### src/rtl/fp16b_addsub_arbiter.sv
// Round-robin front end for a shared fixed-latency bfloat16 add/sub unit.
// Tracks requester IDs alongside the pipeline and returns results in issue order.
module fp16b_addsub_arbiter #(
  parameter int unsigned NUM_REQ    = 4,
  parameter int unsigned ID_W       = 2,
  parameter int unsigned LATENCY    = 5,
  parameter int unsigned FIFO_DEPTH = 8
) (
  input  logic                    clk,
  input  logic                    rst,
  input  logic [NUM_REQ-1:0]      req_valid,
  output logic [NUM_REQ-1:0]      req_ready,
  input  logic [16*NUM_REQ-1:0]   req_x,
  input  logic [16*NUM_REQ-1:0]   req_y,
  input  logic [NUM_REQ-1:0]      req_sub,
  output logic [15:0]             unit_arg_0,
  output logic [15:0]             unit_arg_1,
  output logic                    unit_arg_2,
  input  logic [15:0]             unit_ret_0,
  output logic                    rsp_valid,
  input  logic                    rsp_ready,
  output logic [15:0]             rsp_data,
  output logic [ID_W-1:0]         rsp_id,
  output logic                    busy
);

  localparam int unsigned DATA_W = 16;
  localparam int unsigned CNT_W  = $clog2(FIFO_DEPTH + 1);
  localparam int unsigned PTR_W  = (FIFO_DEPTH > 1) ? $clog2(FIFO_DEPTH) : 1;
  localparam int unsigned SUM_W  = ID_W + 1;

  typedef struct packed {
    logic [DATA_W-1:0] data;
    logic [ID_W-1:0]   id;
  } entry_t;

  logic [ID_W-1:0]             ptr;
  logic [ID_W-1:0]             ptr_nxt;
  logic [ID_W-1:0]             grant_id;
  logic [SUM_W-1:0]            scan_idx;
  logic                        found;
  logic                        accept;
  logic                        pop;
  logic                        push;
  logic [DATA_W-1:0]           sel_x;
  logic [DATA_W-1:0]           sel_y;
  logic                        sel_sub;
  logic [CNT_W-1:0]            credit_cnt;
  logic [CNT_W-1:0]            fifo_cnt;
  logic [PTR_W-1:0]            wr_ptr;
  logic [PTR_W-1:0]            rd_ptr;
  logic [LATENCY:0]            tag_vld;
  logic [LATENCY:0][ID_W-1:0]  tag_id;
  entry_t                      mem [FIFO_DEPTH];

  function automatic logic [PTR_W-1:0] ptr_inc(input logic [PTR_W-1:0] p);
    return (p == PTR_W'(FIFO_DEPTH - 1)) ? '0 : p + PTR_W'(1);
  endfunction

  // Round-robin search starting at ptr; no grant without a credit or in reset.
  always_comb begin
    req_ready = '0;
    grant_id  = '0;
    found     = 1'b0;
    scan_idx  = '0;
    for (int k = 0; k < int'(NUM_REQ); k++) begin
      scan_idx = SUM_W'(ptr) + SUM_W'(k);
      if (scan_idx >= SUM_W'(NUM_REQ)) scan_idx = scan_idx - SUM_W'(NUM_REQ);
      if (!found && req_valid[scan_idx[ID_W-1:0]]) begin
        found    = 1'b1;
        grant_id = scan_idx[ID_W-1:0];
      end
    end
    if (found && rst && (credit_cnt != '0)) req_ready[grant_id] = 1'b1;
  end

  always_comb begin
    sel_x   = '0;
    sel_y   = '0;
    sel_sub = 1'b0;
    for (int i = 0; i < int'(NUM_REQ); i++) begin
      if (req_ready[i]) begin
        sel_x   = req_x[DATA_W*i +: DATA_W];
        sel_y   = req_y[DATA_W*i +: DATA_W];
        sel_sub = req_sub[i];
      end
    end
  end

  assign accept  = |req_ready;
  assign ptr_nxt = (grant_id == ID_W'(NUM_REQ - 1)) ? '0 : grant_id + ID_W'(1);
  assign push    = tag_vld[LATENCY];
  assign pop     = rsp_valid & rsp_ready;

  // Issue register, credits and the tag pipe that shadows the unit.
  always_ff @(posedge clk or negedge rst) begin
    if (!rst) begin
      ptr        <= '0;
      unit_arg_0 <= '0;
      unit_arg_1 <= '0;
      unit_arg_2 <= 1'b0;
      credit_cnt <= CNT_W'(FIFO_DEPTH);
      tag_vld    <= '0;
      tag_id     <= '0;
    end else begin
      if (accept) begin
        ptr        <= ptr_nxt;
        unit_arg_0 <= sel_x;
        unit_arg_1 <= sel_y;
        unit_arg_2 <= sel_sub;
      end
      case ({accept, pop})
        2'b10:   credit_cnt <= credit_cnt - CNT_W'(1);
        2'b01:   credit_cnt <= credit_cnt + CNT_W'(1);
        default: credit_cnt <= credit_cnt;
      endcase
      tag_vld <= {tag_vld[LATENCY-1:0], accept};
      tag_id  <= {tag_id[LATENCY-1:0], grant_id};
    end
  end

  always_ff @(posedge clk or negedge rst) begin
    if (!rst) begin
      wr_ptr   <= '0;
      rd_ptr   <= '0;
      fifo_cnt <= '0;
    end else begin
      if (push) wr_ptr <= ptr_inc(wr_ptr);
      if (pop)  rd_ptr <= ptr_inc(rd_ptr);
      case ({push, pop})
        2'b10:   fifo_cnt <= fifo_cnt + CNT_W'(1);
        2'b01:   fifo_cnt <= fifo_cnt - CNT_W'(1);
        default: fifo_cnt <= fifo_cnt;
      endcase
    end
  end

  // Storage needs no reset: reads are gated by the occupancy count.
  always_ff @(posedge clk) begin
    if (push) mem[wr_ptr] <= '{data: unit_ret_0, id: tag_id[LATENCY]};
  end

  assign rsp_valid = (fifo_cnt != '0);
  assign rsp_data  = rsp_valid ? mem[rd_ptr].data : '0;
  assign rsp_id    = rsp_valid ? mem[rd_ptr].id : '0;
  assign busy      = (credit_cnt != CNT_W'(FIFO_DEPTH));

  fifo_overflow_a: assert property (@(posedge clk) disable iff (!rst)
    !(push && (fifo_cnt == CNT_W'(FIFO_DEPTH))));

endmodule

### config.mk
export PLATFORM = sky130hd
export DESIGN_NAME = fp16b_addsub_arbiter
export DESIGN_NICKNAME = d
export VERILOG_FILES = /design/src/rtl/fp16b_addsub_arbiter.sv
export SDC_FILE = /design/constraint.sdc
export NUM_CORES = 1
export LEC_CHECK = 0
export ABC_AREA = 1
export BUFFER_PORTS_ARGS = -buffer_cell sky130_fd_sc_hd__buf_2
export CORE_AREA = 2 2 104 206
export CTS_CLUSTER_DIAMETER = 50
export DETAILED_ROUTE_END_ITERATION = 10
export DIE_AREA = 0 0 106 208
export PLACE_DENSITY = 0.75
export RECOVER_POWER = 100
export SLEW_MARGIN = 40
export SYNTH_ARGS = -nofsm -noshare
export SYNTH_HDL_FRONTEND = slang
export SYNTH_SLANG_ARGS = --single-unit
### constraint.sdc
create_clock -name clk -period 3.6 [get_ports clk]
set_clock_uncertainty 0.15 [all_clocks]
set_input_delay 0.36 -clock clk [delete_from_list [all_inputs] [get_ports clk]]
set_output_delay 0.36 -clock clk [all_outputs]
set_load 0.1 [all_outputs]
==> results by stage <==
STA:
- The relative slew slack is -0.163.
- In the finished design, the share of the clock period the worst path needs comes to 0.970.
- Derived from the worst setup path, the maximum achievable clock frequency is 286 MHz.
- The shortest clock period the worst path allows after layout is ~3.5 ns.
- Adding up every negative setup slack in the final design gives 0 ns.
- The slew at the pin closest to its max-slew limit is around 1.7 ns.
- The count of pins over their slew limit is 68.
- Setup violations remaining at the end of the flow were counted as 0.
- The number of hold violations in the final report is 0.

Clock network:
- The clock tree root buffer cell is sky130_fd_sc_hd__clkbuf_16.
- The clock network latency to the later pin of the worst-skew pair is ~0.50 ns.
- The clock-pin slew on the worst setup and hold paths is 0.07 ns.
- The clock sink count is approximately 210.
- Clock tree synthesis inserted a total of 20 buffers.
- The maximum buffer depth of the clock tree is 3.
- The number of H-tree levels is 1.
- The CTS tree is yes.

Route:
- The number of optimization iterations in the first detailed-route pass is 5.
- The first routing iteration left just under 500 violations.
- The number of remaining DRC errors is 0.
- The detailed router placed 8609 vias in this run.
- In the routed layout, each cell is associated on average with a via count of about 5.6.
- In this run the remaining antenna-violating nets after routing total 0.
- The wire length per cell after detailed routing is ~18 um.
- The final wirelength is around 27 mm.

Worst setup path:
- The logic depth of the worst path, buffers included is 14.
- The most critical setup path has its startpoint at ptr[0].
- The worst endpoint data arrival time is 2.98 ns.
- The family with the most delay on the worst path is simple AND/OR/NAND/NOR gates.
- The largest fanout of any net on the critical path is 34.
- The launching element type of the critical path is a flip-flop.
- The slowest stage of the critical path belongs to the cell sky130_fd_sc_hd__dfrtp_2.
- The number of cells on the worst reg-to-reg path is 24.
- The data required time of the worst path is between 3 and 4 ns.
- The highest cell delay on the worst timing path is approximately 0.46 ns.
- In this run the critical register-to-register path is captured at credit_cnt[3].
- The critical register-to-register path startpoint is ptr[0].
- Walking the worst path, the cells encountered are nand2_1, o21ai_0, o21ai_4, inv_2, nor3_4, nand2_2, nand4_1, o21ai_4, inv_2, ha_2, nand3_4, inv_4, buf_12, buf_12.
- Counting both buffers and inverters, the worst setup path holds a total of 5.
- The worst setup path is of the reg2out kind.
- Setup slack on the worst reg-to-reg path comes out at approximately 0.14 ns.
- STA classifies the critical path endpoint as a primary output.
- The capturing element of the worst setup path is req_ready[3].

Place:
- Once placement completed, the tool counted placed cells totaling roughly 1400.
- The global placer's final weighted congestion is 0.873.
- The estimated wirelength of the detail-placed design is 17.5 mm.
- The number of I/O port buffers is between 200 and 250.

Yosys:
- Of all flip-flops after synthesis, the portion carrying an async set or reset was 0.318.
- The number of warnings reported in the yosys synthesis log is 0.
- The number of enable-type register cells in the synthesized netlist is 144.
- The netlist uses 39 different library cells.
- The count of state elements after synthesis is between 200 and 250.
- For this run, the leading register cell type out of synthesis is sky130_fd_sc_hd__edfxtp_1.
- The synthesized area divided by synthesized cell count is 9.91 um2.
- The number of nets handed over by synthesis was around 1200.
- The register area share after synthesis is 0.600.
- By area the synthesized netlist is led by sky130_fd_sc_hd__edfxtp_1 (43%), sky130_fd_sc_hd__dfrtp_1 (17%), sky130_fd_sc_hd__nand3_1 (6.8%).
- The synthesized instance count is 1009.
- The largest area contributor in the netlist is sky130_fd_sc_hd__edfxtp_1.
- After synthesis the cells add up to around 0.01 mm2.
- The portion of synthesized cell area occupied by the leading cell type is 0.432.

GRT:
- The global-route wire length before repair is 42.2 mm.
- The total global-route track usage is 0.242.
- The via count of the first global-routing pass is between 8000 and 9000.
- The number of antenna violations at the first check in global routing is 3.
- The maximum number of pins on one net before global-route repair is a little under 70.
- The total overflow left after global routing is 0.

Cells and area:
- The area growth from synthesis to layout is 26.7%.
- Fill cells in the final layout number 1628.
- The sequential cell area is about 0.0060 mm2.
- After the last flow step, the layout net total stands at 1425.
- The area taken by multi-input logic gates is about 0.0037 mm2.
- For this run, the share of the core covered by cells in the final layout is 0.619.
- The fraction of layout cells with a size suffix above 1 is 0.227.
- The count of cells in the finished layout, fillers not included, comes to 1536.

Floorplan:
- The effective utilization at floorplan is 0.489.
- In this run the standard cell core region covers 0.0205 mm2.
- The die is 208 um tall.
- The top-level port count is between 200 and 250.
- The die is about 110 um wide.
- The row count is 74.
- The die covers 0.0220 mm2.

Run status:
- The checks that failed: max-capacitance violations, max-slew violations.
- The run finished, with violations left.

Min path:
- In this run the worst hold path is classified as in2reg.

Job:
- Across the run, the number of max-cap violations was 1.
-- metal layers --
layer / vias to the layer above / GRT usage / share of wire
li1: 4040 / - / -
met1: 4002 / 0.242 / 0.33
met2: 454 / 0.448 / 0.53
met3: 113 / 0.0392 / 0.069
met4: 0 / 0.158 / 0.062
met5: - / 0 / 0
-- synth_stat cells (2+ instances only) --
library cell and n:
sky130_fd_sc_hd__nand3_4 2, sky130_fd_sc_hd__a21oi_1 2, sky130_fd_sc_hd__inv_1 55, sky130_fd_sc_hd__dfrtp_1 66, sky130_fd_sc_hd__clkinv_1 3, sky130_fd_sc_hd__o22ai_1 18, sky130_fd_sc_hd__buf_2 9, sky130_fd_sc_hd__nand2_1 84
sky130_fd_sc_hd__xor2_1 2, sky130_fd_sc_hd__inv_2 4, sky130_fd_sc_hd__or2_1 7, sky130_fd_sc_hd__or2_2 16, sky130_fd_sc_hd__edfxtp_1 144, sky130_fd_sc_hd__nand4_1 67, sky130_fd_sc_hd__a31oi_1 18, sky130_fd_sc_hd__xnor2_1 4
sky130_fd_sc_hd__nand2_2 4, sky130_fd_sc_hd__nor2_1 159, sky130_fd_sc_hd__o21ai_1 4, sky130_fd_sc_hd__nand3_2 2, sky130_fd_sc_hd__o21ai_0 102, sky130_fd_sc_hd__buf_1 11, sky130_fd_sc_hd__clkbuf_1 43, sky130_fd_sc_hd__buf_6 2
sky130_fd_sc_hd__nor2_4 4, sky130_fd_sc_hd__ha_1 14, sky130_fd_sc_hd__fa_1 2, sky130_fd_sc_hd__or2_0 10, sky130_fd_sc_hd__buf_4 7, sky130_fd_sc_hd__nand3_1 135
-- placed cells by master (no fill, tap or decap), types with 2 or more instances in the layout --
master / netlist / routed
sky130_fd_sc_hd__a31oi_1: 18 / 9
sky130_fd_sc_hd__a31oi_2: 0 / 9
sky130_fd_sc_hd__buf_12: 0 / 7
sky130_fd_sc_hd__buf_2: 9 / 159
sky130_fd_sc_hd__buf_4: 7 / 22
sky130_fd_sc_hd__clkbuf_1: 43 / 64
sky130_fd_sc_hd__clkbuf_16: 0 / 20
sky130_fd_sc_hd__clkinv_1: 3 / 3
sky130_fd_sc_hd__dfrtp_1: 66 / 64
sky130_fd_sc_hd__dfrtp_2: 0 / 2
sky130_fd_sc_hd__diode_2: 0 / 3
sky130_fd_sc_hd__dlygate4sd3_1: 0 / 49
sky130_fd_sc_hd__edfxtp_1: 144 / 144
sky130_fd_sc_hd__fa_1: 2 / 2
sky130_fd_sc_hd__ha_1: 14 / 9
sky130_fd_sc_hd__ha_2: 0 / 2
sky130_fd_sc_hd__ha_4: 0 / 3
sky130_fd_sc_hd__inv_1: 55 / 49
sky130_fd_sc_hd__inv_2: 4 / 6
sky130_fd_sc_hd__inv_4: 0 / 4
sky130_fd_sc_hd__inv_6: 0 / 3
sky130_fd_sc_hd__nand2_1: 84 / 76
sky130_fd_sc_hd__nand2_2: 4 / 8
sky130_fd_sc_hd__nand2_4: 0 / 4
sky130_fd_sc_hd__nand3_1: 135 / 134
sky130_fd_sc_hd__nand3_2: 2 / 2
sky130_fd_sc_hd__nand3_4: 2 / 3
sky130_fd_sc_hd__nand4_1: 67 / 67
sky130_fd_sc_hd__nor2_1: 159 / 159
sky130_fd_sc_hd__nor2_4: 4 / 4
sky130_fd_sc_hd__o21ai_0: 102 / 99
sky130_fd_sc_hd__o21ai_1: 4 / 4
sky130_fd_sc_hd__o21ai_4: 0 / 3
sky130_fd_sc_hd__o22ai_1: 18 / 18
sky130_fd_sc_hd__or2_0: 10 / 10
sky130_fd_sc_hd__or2_1: 7 / 7
sky130_fd_sc_hd__or2_2: 16 / 16
sky130_fd_sc_hd__xnor2_1: 4 / 4
sky130_fd_sc_hd__xor2_1: 2 / 2
-- worst reg2reg max path: stages (launching register included) --
cell and delay [ns]:
sky130_fd_sc_hd__dfrtp_2 0.46, sky130_fd_sc_hd__nand2_1 0.09, sky130_fd_sc_hd__o21ai_0 0.16, sky130_fd_sc_hd__o21ai_4 0.20, sky130_fd_sc_hd__inv_2 0.08, sky130_fd_sc_hd__nor3_4 0.24, sky130_fd_sc_hd__nand2_2 0.12, sky130_fd_sc_hd__nand4_1 0.15
sky130_fd_sc_hd__o21ai_4 0.09, sky130_fd_sc_hd__buf_6 0.13, sky130_fd_sc_hd__ha_2 0.16, sky130_fd_sc_hd__inv_1 0.09, sky130_fd_sc_hd__nor2_4 0.06, sky130_fd_sc_hd__nor2_8 0.09, sky130_fd_sc_hd__nand2_4 0.05, sky130_fd_sc_hd__inv_2 0.06
sky130_fd_sc_hd__ha_4 0.15, sky130_fd_sc_hd__inv_4 0.05, sky130_fd_sc_hd__ha_4 0.20, sky130_fd_sc_hd__a21o_1 0.16, sky130_fd_sc_hd__a21oi_2 0.13, sky130_fd_sc_hd__nand2_1 0.07, sky130_fd_sc_hd__nand2_1 0.05, sky130_fd_sc_hd__nor2_1 0.05
sky130_fd_sc_hd__xor2_1 0.15
-- timing repair --
item	4_1_cts	5_1_grt
pin swaps	0	9
endpoints found under the setup margin	2	31
hold buffers	49	0
resized for setup	4	28
setup buffers	0	5
endpoints found under the hold margin	219	0
-- through the flow --
step / area [um2] / worst slack [ns] / hold slack [ns]
CTS: 12600 / 0.00100 / 0.000657
global route: 12700 / -0.118 / 0.0150
finish: 12700 / 0.110 / 0.0205
global placement: 11500 / 0.131 / 0.182
floorplan: 10200 / -0.162 / -0.0856
detailed placement: 11500 / -0.0162 / 0.185
-- cells by family after synthesis --
group | synth area share
XOR/XNOR | 0.00525
flip-flops | 0.600
AND/OR/NAND/NOR | 0.238
adder cells (fa/ha/maj) | 0.0215
buffers and inverters | 0.0555
AO/OA/AOI/OAI | 0.0799
-- area by class of cell --
class / count / share of cell area
well taps: 266 / 0.0263
clock buffers: 28 / 0.0419
diodes: 3 / 0.000592
clock inverters: 7 / 0.00681
inverters: 62 / 0.0192
multi-input cells: 664 / 0.288
flip-flops and latches: 211 / 0.474
repair buffers: 295 / 0.143
-- flip-flops by register name (all words and copies together), names as in the netlist --
signal and cells:
rd_ptr 3, tag_vld 6, unit_arg_0 16, tag_id 12
fifo_cnt 4, unit_arg_1 16, ptr 2, mem 144
credit_cnt 4, unit_arg_2 1, wr_ptr 3
-- worst min-delay path by stage --
stage,slack (ns),cells past startpoint,startpoint,end
final,0.02,4,req_x[47],unit_arg_0[15]
after global routing,0.02,4,req_y[41],unit_arg_1[9]
after CTS,0.0007,1,unit_ret_0[8],mem[0][10]
after detailed placement,0.18,0,tag_id[6],tag_id[8]
after global placement,0.18,0,tag_id[9],tag_id[11]
after floorplan,-0.09,0,rst,credit_cnt[0]
Power is left out: the tool's default activity adds up to more than one toggle a clock period on the data nets, which glitch-free logic cannot reach.
